$ cat src/rtl/seg7_scan_if.sv
// seg7_scan_if: display-value, decoder and display-drive signals of the seven-segment scan controller
interface seg7_scan_if #(parameter int NUM_DIGITS = 4);
  logic [4*NUM_DIGITS-1:0] bcd_in;
  logic load;
  logic lz_en;
  logic [3:0] dec_bcd;
  logic [6:0] dec_seg;
  logic [6:0] seg;
  logic [NUM_DIGITS-1:0] an;
  logic frame_done;
  modport master (output bcd_in, load, lz_en, dec_seg, input dec_bcd, seg, an, frame_done);
  modport slave (input bcd_in, load, lz_en, dec_seg, output dec_bcd, seg, an, frame_done);
endinterface

$ cat src/rtl/seg7_scan_ctrl.sv
// seg7_scan_ctrl: multiplexed seven-segment scanner with blanking, leading-zero suppression and frame-synchronous double buffering
module seg7_scan_ctrl #(
  parameter int NUM_DIGITS = 4,
  parameter int REFRESH_DIV = 100000,
  parameter int BLANK_CYCLES = 2000
) (
  input logic clk,
  input logic rst,
  seg7_scan_if.slave bus
);
  localparam int IW = $clog2(NUM_DIGITS);
  localparam int CW = $clog2(REFRESH_DIV);
  logic [CW-1:0] cnt_q, cnt_d;
  logic [IW-1:0] idx_q, idx_d;
  logic [4*NUM_DIGITS-1:0] shadow_q, shadow_d, pending_q, pending_d;
  logic pend_v_q, pend_v_d, sup_q, sup_d, fd_q, fd_d;
  logic [3:0] dec_q, dec_d;
  logic [6:0] seg_q, seg_d;
  logic [NUM_DIGITS-1:0] an_q, an_d;
  logic slot_end, wrap;
  always_comb begin
    slot_end = cnt_q == CW'(REFRESH_DIV - 1);
    wrap = slot_end && idx_q == IW'(NUM_DIGITS - 1);
    cnt_d = slot_end ? '0 : cnt_q + CW'(1);
    idx_d = wrap ? '0 : slot_end ? idx_q + IW'(1) : idx_q;
    pending_d = bus.load ? bus.bcd_in : pending_q;
    pend_v_d = !wrap && (bus.load || pend_v_q);
    shadow_d = !wrap ? shadow_q : bus.load ? bus.bcd_in : pend_v_q ? pending_q : shadow_q;
    sup_d = slot_end ? (bus.lz_en && idx_d != '0 && (shadow_d >> {idx_d, 2'b00}) == '0) : sup_q;
    dec_d = slot_end ? shadow_d[{idx_d, 2'b00} +: 4] : dec_q;
    seg_d = (sup_q || dec_q > 4'd9) ? '0 : bus.dec_seg;
    an_d = cnt_d >= CW'(BLANK_CYCLES) ? ~(NUM_DIGITS'(1) << idx_d) : '1;
    fd_d = wrap;
  end
  always_ff @(posedge clk) begin
    if (rst) begin
      cnt_q <= '0;
      idx_q <= '0;
      shadow_q <= '0;
      pending_q <= '0;
      pend_v_q <= 1'b0;
      sup_q <= 1'b0;
      dec_q <= '0;
      seg_q <= '0;
      an_q <= '1;
      fd_q <= 1'b0;
    end else begin
      cnt_q <= cnt_d;
      idx_q <= idx_d;
      shadow_q <= shadow_d;
      pending_q <= pending_d;
      pend_v_q <= pend_v_d;
      sup_q <= sup_d;
      dec_q <= dec_d;
      seg_q <= seg_d;
      an_q <= an_d;
      fd_q <= fd_d;
    end
  end
  assign bus.dec_bcd = dec_q;
  assign bus.seg = seg_q;
  assign bus.an = an_q;
  assign bus.frame_done = fd_q;
endmodule
$ cat src/flat_wrapper.sv
// flat-port wrapper written by rule: the top's interface ports become plain ports
module seg7_scan_ctrl_flat 
#(
  parameter int NUM_DIGITS = 4,
  parameter int REFRESH_DIV = 100000,
  parameter int BLANK_CYCLES = 2000
)
  (clk, rst, bus_bcd_in, bus_load, bus_lz_en, bus_dec_seg, bus_dec_bcd, bus_seg, bus_an, bus_frame_done);
  seg7_scan_if #(.NUM_DIGITS(NUM_DIGITS)) bus_i ();
  input logic clk;
  input logic rst;
  input wire logic [$bits(bus_i.bcd_in)-1:0] bus_bcd_in;
  input wire logic [$bits(bus_i.load)-1:0] bus_load;
  input wire logic [$bits(bus_i.lz_en)-1:0] bus_lz_en;
  input wire logic [$bits(bus_i.dec_seg)-1:0] bus_dec_seg;
  output wire logic [$bits(bus_i.dec_bcd)-1:0] bus_dec_bcd;
  output wire logic [$bits(bus_i.seg)-1:0] bus_seg;
  output wire logic [$bits(bus_i.an)-1:0] bus_an;
  output wire logic [$bits(bus_i.frame_done)-1:0] bus_frame_done;
  assign bus_i.bcd_in = bus_bcd_in;
  assign bus_i.load = bus_load;
  assign bus_i.lz_en = bus_lz_en;
  assign bus_i.dec_seg = bus_dec_seg;
  assign bus_dec_bcd = bus_i.dec_bcd;
  assign bus_seg = bus_i.seg;
  assign bus_an = bus_i.an;
  assign bus_frame_done = bus_i.frame_done;
  seg7_scan_ctrl #(.NUM_DIGITS(NUM_DIGITS), .REFRESH_DIV(REFRESH_DIV), .BLANK_CYCLES(BLANK_CYCLES)) u_core (.clk(clk), .rst(rst), .bus(bus_i));
endmodule
$ cat config.mk
export PLATFORM = sky130hd
export DESIGN_NAME = seg7_scan_ctrl_flat
export DESIGN_NICKNAME = d
export VERILOG_FILES = /design/src/rtl/seg7_scan_if.sv /design/src/rtl/seg7_scan_ctrl.sv /design/src/flat_wrapper.sv
export SDC_FILE = /design/constraint.sdc
export NUM_CORES = 1
export LEC_CHECK = 0
export ABC_AREA = 1
export CORE_UTILIZATION = 60
export CTS_CLUSTER_DIAMETER = 50
export DETAILED_ROUTE_END_ITERATION = 8
export MAX_ROUTING_LAYER = met4
export PLACE_DENSITY = 0.95
export SLEW_MARGIN = 20
export SYNTH_ARGS = -nofsm -noshare
export SYNTH_HDL_FRONTEND = slang
export SYNTH_SLANG_ARGS = --single-unit
$ cat constraint.sdc
create_clock -name clk -period 5.1 [get_ports clk]
set_clock_uncertainty 0.1 [all_clocks]
set_input_delay 1.275 -clock clk [delete_from_list [all_inputs] [get_ports clk]]
set_output_delay 1.275 -clock clk [all_outputs]
set_load 0.05 [all_outputs]
======== Word level (Yosys, flattened, before mapping) ========
Cells that the tools add are included.
operators by class
  bitwise gates (word level) .............. 2
  $lt $le $gt $ge ......................... 2
  reductions and logical operators ........ 11
  $add $sub $neg .......................... 2
  shift-type cells ........................ 3
  mux-type cells .......................... 6
  eq/ne operators ......................... 2
operator list
  kind                                                                                    count
  16-bit two-way mux                                                                      3
  17-bit by 1-bit adder with 17-bit output (second input constant)                        1
  17-bit equality test (second input constant)                                            1
  17-bit by 11-bit greater-or-equal comparator with 1-bit output (second input constant)  1
  17-bit two-way mux                                                                      1
  16-bit zero test                                                                        1
  16-bit by 5-bit variable part select with 4-bit output                                  1
  16-bit by 4-bit right shift with 16-bit output                                          1
  4-bit > comparator (second input constant)                                              1
  1-bit logical AND                                                                       4
  2-bit two-way mux                                                                       2
  4-bit inverter                                                                          1
  2-bit OR reduction                                                                      2
  1-bit by 2-bit left shift with 4-bit output (first input constant)                      1
  2-bit by 1-bit adder with 2-bit output (second input constant)                          1
  2-bit equality test (second input constant)                                             1
  1-bit logical OR                                                                        2
  2-bit nonzero test                                                                      1
  1-bit zero test                                                                         1
  1-bit inverter                                                                          1
word-level totals
  register bits after elaboration ......... 69
  bits of input ports ..................... 27

======== Logic depth before layout (Yosys ltp) ========
  depth in word-level cells ............... 6
  gate-level depth with buffers ........... 18

======== Worst setup path after synthesis ========
OpenSTA, ideal clock, no wires.
  path type ............................... in2reg
  start point ............................. input bus_load
  end point ............................... register u_core.sup_q
  stages on the path ...................... 14
  data arrival time ....................... 2.529 ns
  path buffers ............................ 2
  setup slack ............................. 2.412 ns
  cell sequence ........................... buf_2 -> inv_1 -> clkbuf_1 -> a21boi_0 -> nand4_1 -> nand2_1 -> nand2_1 -> nand2_1 -> nor2_1 -> nor2_1 -> nand2_1 -> nor2_1 -> nand2_1 -> nand2_1
on the way
  word-level cells in the longest chain between the ends .. 5
ends and longest elaborated chain
  item                                            line                  RTL
  start: declaration                              flat_wrapper.sv:13    input wire logic [$bits(bus_i.load)-1:0] bus_load;
  16-bit two-way mux (2 in series)                seg7_scan_ctrl.sv:28  shadow_d = !wrap ? shadow_q : bus.load ? bus.bcd_in : pend_v_q ? pending_q : shadow_q;
  16-bit by 4-bit right shift with 16-bit output  seg7_scan_ctrl.sv:29  sup_d = slot_end ? (bus.lz_en && idx_d != '0 && (shadow_d >> {idx_d, 2'b00}) == '0) : sup_q;
  16-bit zero test                                seg7_scan_ctrl.sv:29
  1-bit logical AND                               seg7_scan_ctrl.sv:29
  end signal: assignment                          seg7_scan_ctrl.sv:53  sup_q <= sup_d;
  end: declaration                                seg7_scan_ctrl.sv:16  logic pend_v_q, pend_v_d, sup_q, sup_d, fd_q, fd_d;
No other way between the ends.
A chain may end at the register's enable or synchronous reset.

======== Final worst setup path ========
Same ends and word-level chain as after synthesis.

==> key figures <==
Status
  • Outcome: complete, no violations

CTS
  • Number of buffers created by CTS: 9
  • Total of hold buffers inserted after clock tree synthesis: 0
  • Maximum root-to-sink buffer count: 2
  • Clock latency of the later-clocked register in the worst-skew pair: 350 ps
  • CTS resizes: 0
  • Clock tree sinks: 69
  • Clock tree from TritonCTS: yes
  • H-tree depth reported by CTS: 3
  • Clock transition at the register clock pins on the worst setup and hold paths after CTS: around 70 ps
  • Total setup buffers inserted after CTS: 0
  • Root Buffer: sky130_fd_sc_hd__clkbuf_8

Timing
  • Ratio of final minimum period to clock period: 77.6%
  • Max transition margin: 42.1%
  • Number of hold-slack violations in the final timing report: 0
  • Count of final setup violators: 0
  • Unrepaired setup endpoints after global routing: no
  • Worst-margin pin slew: 866 ps
  • Number of max-slew violations in the final report: 0
  • Shortest clock period the worst path allows after layout: 3960 ps
  • Setup TNS: 0 ps
  • Maximum operating frequency: 253 MHz

Critical path
  • Critical Path End: u_core.sup_q
  • Setup crit start kind: primary input
  • Worst-case reg-to-reg path depth: 14
  • CP Data Required Time: 5300 ps
  • Critical Setup Path Class: primary input to flip-flop
  • CP endpoint kind: flip-flop
  • Critical path peak fanout: 32
  • Launch point of the worst reg-to-reg path: u_core.pend_v_q
  • Worst endpoint data arrival time: about 4200 ps
  • Worst reg2reg path endpoint: u_core.sup_q
  • Internal reg-to-reg setup slack: 2440 ps
  • Launch point of the worst path: bus_load

Worst hold path
  • Worst min-delay path class: flip-flop to flip-flop
  • Worst Min Path Start: u_core.cnt_q[0]

Yosys
  • Number of different library cells in the post-synthesis netlist: 33
  • Post-synth net total: 548
  • Async S/R FF share, synth: 0%
  • Sequential-to-total area share from yosys stat: between 30 and 40%
  • Flip-flop cell with the highest count after synthesis: sky130_fd_sc_hd__dfxtp_1
  • Syn Area/Cell: 6.77 um^2
  • Synth Warn #: 0
  • Number of instances in the synthesized netlist: between 500 and 600
  • Register bit total from synthesis: 69
  • Netlist Area Pre-Place: between 3000 and 4000 um^2
  • Number of enable flip-flop cells after synthesis: 0

Die
  • Area of the die: 6170 um^2
  • Top-level port count: 43
  • Chip height: approximately 79 um
  • Core footprint: 5570 um^2
  • Number of standard-cell rows in the floorplan: 27
  • Die Width: 78.5 um
  • Effective utilization at floorplan: 63.0%

Layout
  • Area Growth Syn to Fin: 19.7%
  • Filler cells: 382
  • Fraction of layout instances using a drive strength above 1: 10.0%
  • Diode count: 0
  • Share of the core filled with cells: between 70% and 80%
  • Number of nets in the layout: a little under 600

Routing
  • Total wire length after detailed routing: around 8.7 mm
  • Ratio of routed vias to standard cells: between 5 and 6
  • Wire length the detailed router placed on met1: 3.53 mm
  • Met3 WL: 688 um
  • Total vias in the final route: between 3000 and 4000
  • Met2 routed WL: roughly 4.2 mm
  • Routed length per placed instance: 13.8 um
  • # DRC: 0
  • Count of antenna-violating nets left after detailed routing: 0
  • Number of iterations in the first detailed-routing pass: 5
  • Number of violations reported at the end of detailed-routing iteration 0: between 200 and 300
  • Max layer used: met4

Placement
  • Placer Congestion: about 0.92
  • Post-DP HPWL: 5.87 mm
  • Count of input and output buffers: 42

Job
  • Max_cap viols: 0

Power and ir drop
  • Leakage component of the power: 1.91 nW
  • Peak supply drop: around 0.18 mV
  • P per Cell Area: between 200 and 300 nW/um^2

GRT
  • Number of global-route vias before repair: 3284
  • Total routing resource utilization after global routing: 30.6%
  • Gr ovfl total: 0
  • Pin count of the biggest net entering global routing: 33
  • Antenna violations before repair: 0
  • First-pass GRT wire length: 14.4 mm
[area by class of cell]
cell class / instances / area (um^2) / area share [%]
Sequential cell: 69 / 1380 / 32.8
Clock buffer: 10 / 138 / 3.27
Clock inverter: 6 / 134 / 3.18
Timing Repair Buffer: 43 / 428 / 10.2
Multi-Input combinational cell: 373 / 1820 / 43.2
Tap cell: 72 / 90.1 / 2.14
Inverter: 58 / 220 / 5.23
[flip-flops by register name, summed over array words and instances, names as in the netlist]
| name | count |
|---|---|
| u_core.bus.an | 4 |
| u_core.bus.dec_bcd | 4 |
| u_core.bus.frame_done | 1 |
| u_core.bus.seg | 7 |
| u_core.cnt_q | 17 |
| u_core.idx_q | 2 |
| u_core.pend_v_q | 1 |
| u_core.pending_q | 16 |
| u_core.shadow_q | 16 |
| u_core.sup_q | 1 |
[critical path: stages]
cell and delay [ps]:
sky130_fd_sc_hd__clkdlybuf4s50_1 890, sky130_fd_sc_hd__inv_1 600, sky130_fd_sc_hd__a21boi_0 430, sky130_fd_sc_hd__nand3_1 140, sky130_fd_sc_hd__nand2_1 190, sky130_fd_sc_hd__nand2_1 110, sky130_fd_sc_hd__nand3_1 90, sky130_fd_sc_hd__nand2_1 90
sky130_fd_sc_hd__nor2_1 100, sky130_fd_sc_hd__nand2_1 60, sky130_fd_sc_hd__nor2_1 80, sky130_fd_sc_hd__nand2_1 60, sky130_fd_sc_hd__nand2_1 50
[logic make-up (layout without fill, tap and decap cells)]
logic type / Yosys count / in the layout / synth area share (%)
simple gates: 307 / 307 / 39.9
buf+inv: 77 / 117 / 9.01
flops: 69 / 69 / 39.3
compound gates: 54 / 54 / 8.55
xor+xnor: 10 / 10 / 2.49
fa+ha+maj: 2 / 2 / 0.712
[cells in the final DEF, fill, tap and decap left out, types with 8 or more instances in the layout]
cell type,n
sky130_fd_sc_hd__nand2_1,168
sky130_fd_sc_hd__dfxtp_1,69
sky130_fd_sc_hd__nor2_1,65
sky130_fd_sc_hd__inv_1,49
sky130_fd_sc_hd__clkdlybuf4s50_1,42
sky130_fd_sc_hd__a21oi_1,25
sky130_fd_sc_hd__nand3_1,25
sky130_fd_sc_hd__nand4_1,12
sky130_fd_sc_hd__o21ai_0,10
sky130_fd_sc_hd__xor2_1,10
sky130_fd_sc_hd__clkbuf_8,10
sky130_fd_sc_hd__inv_2,8
sky130_fd_sc_hd__a21boi_0,8
sky130_fd_sc_hd__o21ai_1,8
[synthesized netlist by cell type, types with 2 or more instances]
library cell / instances / area [um^2]
sky130_fd_sc_hd__nand3_2: 7 / 70.1
sky130_fd_sc_hd__nand4_1: 12 / 75.1
sky130_fd_sc_hd__clkbuf_1: 12 / 45.0
sky130_fd_sc_hd__a21boi_0: 8 / 60.1
sky130_fd_sc_hd__o21ai_1: 8 / 40.0
sky130_fd_sc_hd__buf_4: 2 / 15.0
sky130_fd_sc_hd__nand2_2: 7 / 43.8
sky130_fd_sc_hd__nand2_4: 2 / 22.5
sky130_fd_sc_hd__nor2_8: 2 / 40.0
sky130_fd_sc_hd__nand3_1: 25 / 125
sky130_fd_sc_hd__inv_1: 49 / 184
sky130_fd_sc_hd__nor2_1: 65 / 244
sky130_fd_sc_hd__nor3_1: 6 / 30.0
sky130_fd_sc_hd__ha_1: 2 / 25.0
sky130_fd_sc_hd__nor2_4: 3 / 33.8
sky130_fd_sc_hd__xor2_1: 10 / 87.6
sky130_fd_sc_hd__buf_2: 2 / 10.0
sky130_fd_sc_hd__buf_6: 2 / 22.5
sky130_fd_sc_hd__inv_2: 8 / 30.0
sky130_fd_sc_hd__o21ai_0: 10 / 50.1
sky130_fd_sc_hd__dfxtp_1: 69 / 1380
sky130_fd_sc_hd__nor2_2: 6 / 37.5
sky130_fd_sc_hd__nand2_1: 168 / 631
sky130_fd_sc_hd__a21oi_1: 25 / 125
[how the worst min path moves through the flow]
stage	end	slack, ps	cells after the start
2_1_floorplan	u_core.cnt_q[0]	320	1
3_3_place_gp	u_core.cnt_q[0]	330	1
3_5_place_dp	u_core.cnt_q[0]	340	1
4_1_cts	u_core.cnt_q[0]	360	1
5_1_grt	u_core.pending_q[12]	380	2
6_report	u_core.cnt_q[0]	360	1
[metal layers]
metal,GRT usage (%),vias to the layer above
li1,-,1691
met1,35.3,1595
met2,50.0,172
met3,6.40,29
met4,15.7,0
met5,-,-
[power breakdown]
part           internal, W  leakage (nW)  switching (W)
registers         0.000551         0.562     0.00000914
logic            0.0000346          1.21      0.0000459
clock network     0.000387         0.136       0.000208
total             0.000973          1.91       0.000263
[per-stage QoR]
| stage | setup slack (ps) | cell area, um^2 | power, W | hold slack [ps] | cells |
|---|---|---|---|---|---|
| after floorplan | 2410 | 3510 | 0.000616 | 318 | 519 |
| after global placement | 1130 | 3940 | 0.000648 | 330 | 615 |
| after detailed placement | 1010 | 3940 | 0.000650 | 343 | 615 |
| after CTS | 1280 | 4210 | 0.00123 | 362 | 631 |
| after global routing | 940 | 4210 | 0.00127 | 381 | 631 |
| final | 1140 | 4210 | 0.00124 | 360 | 631 |
No activity file was read; power rests on OpenSTA's default activity.
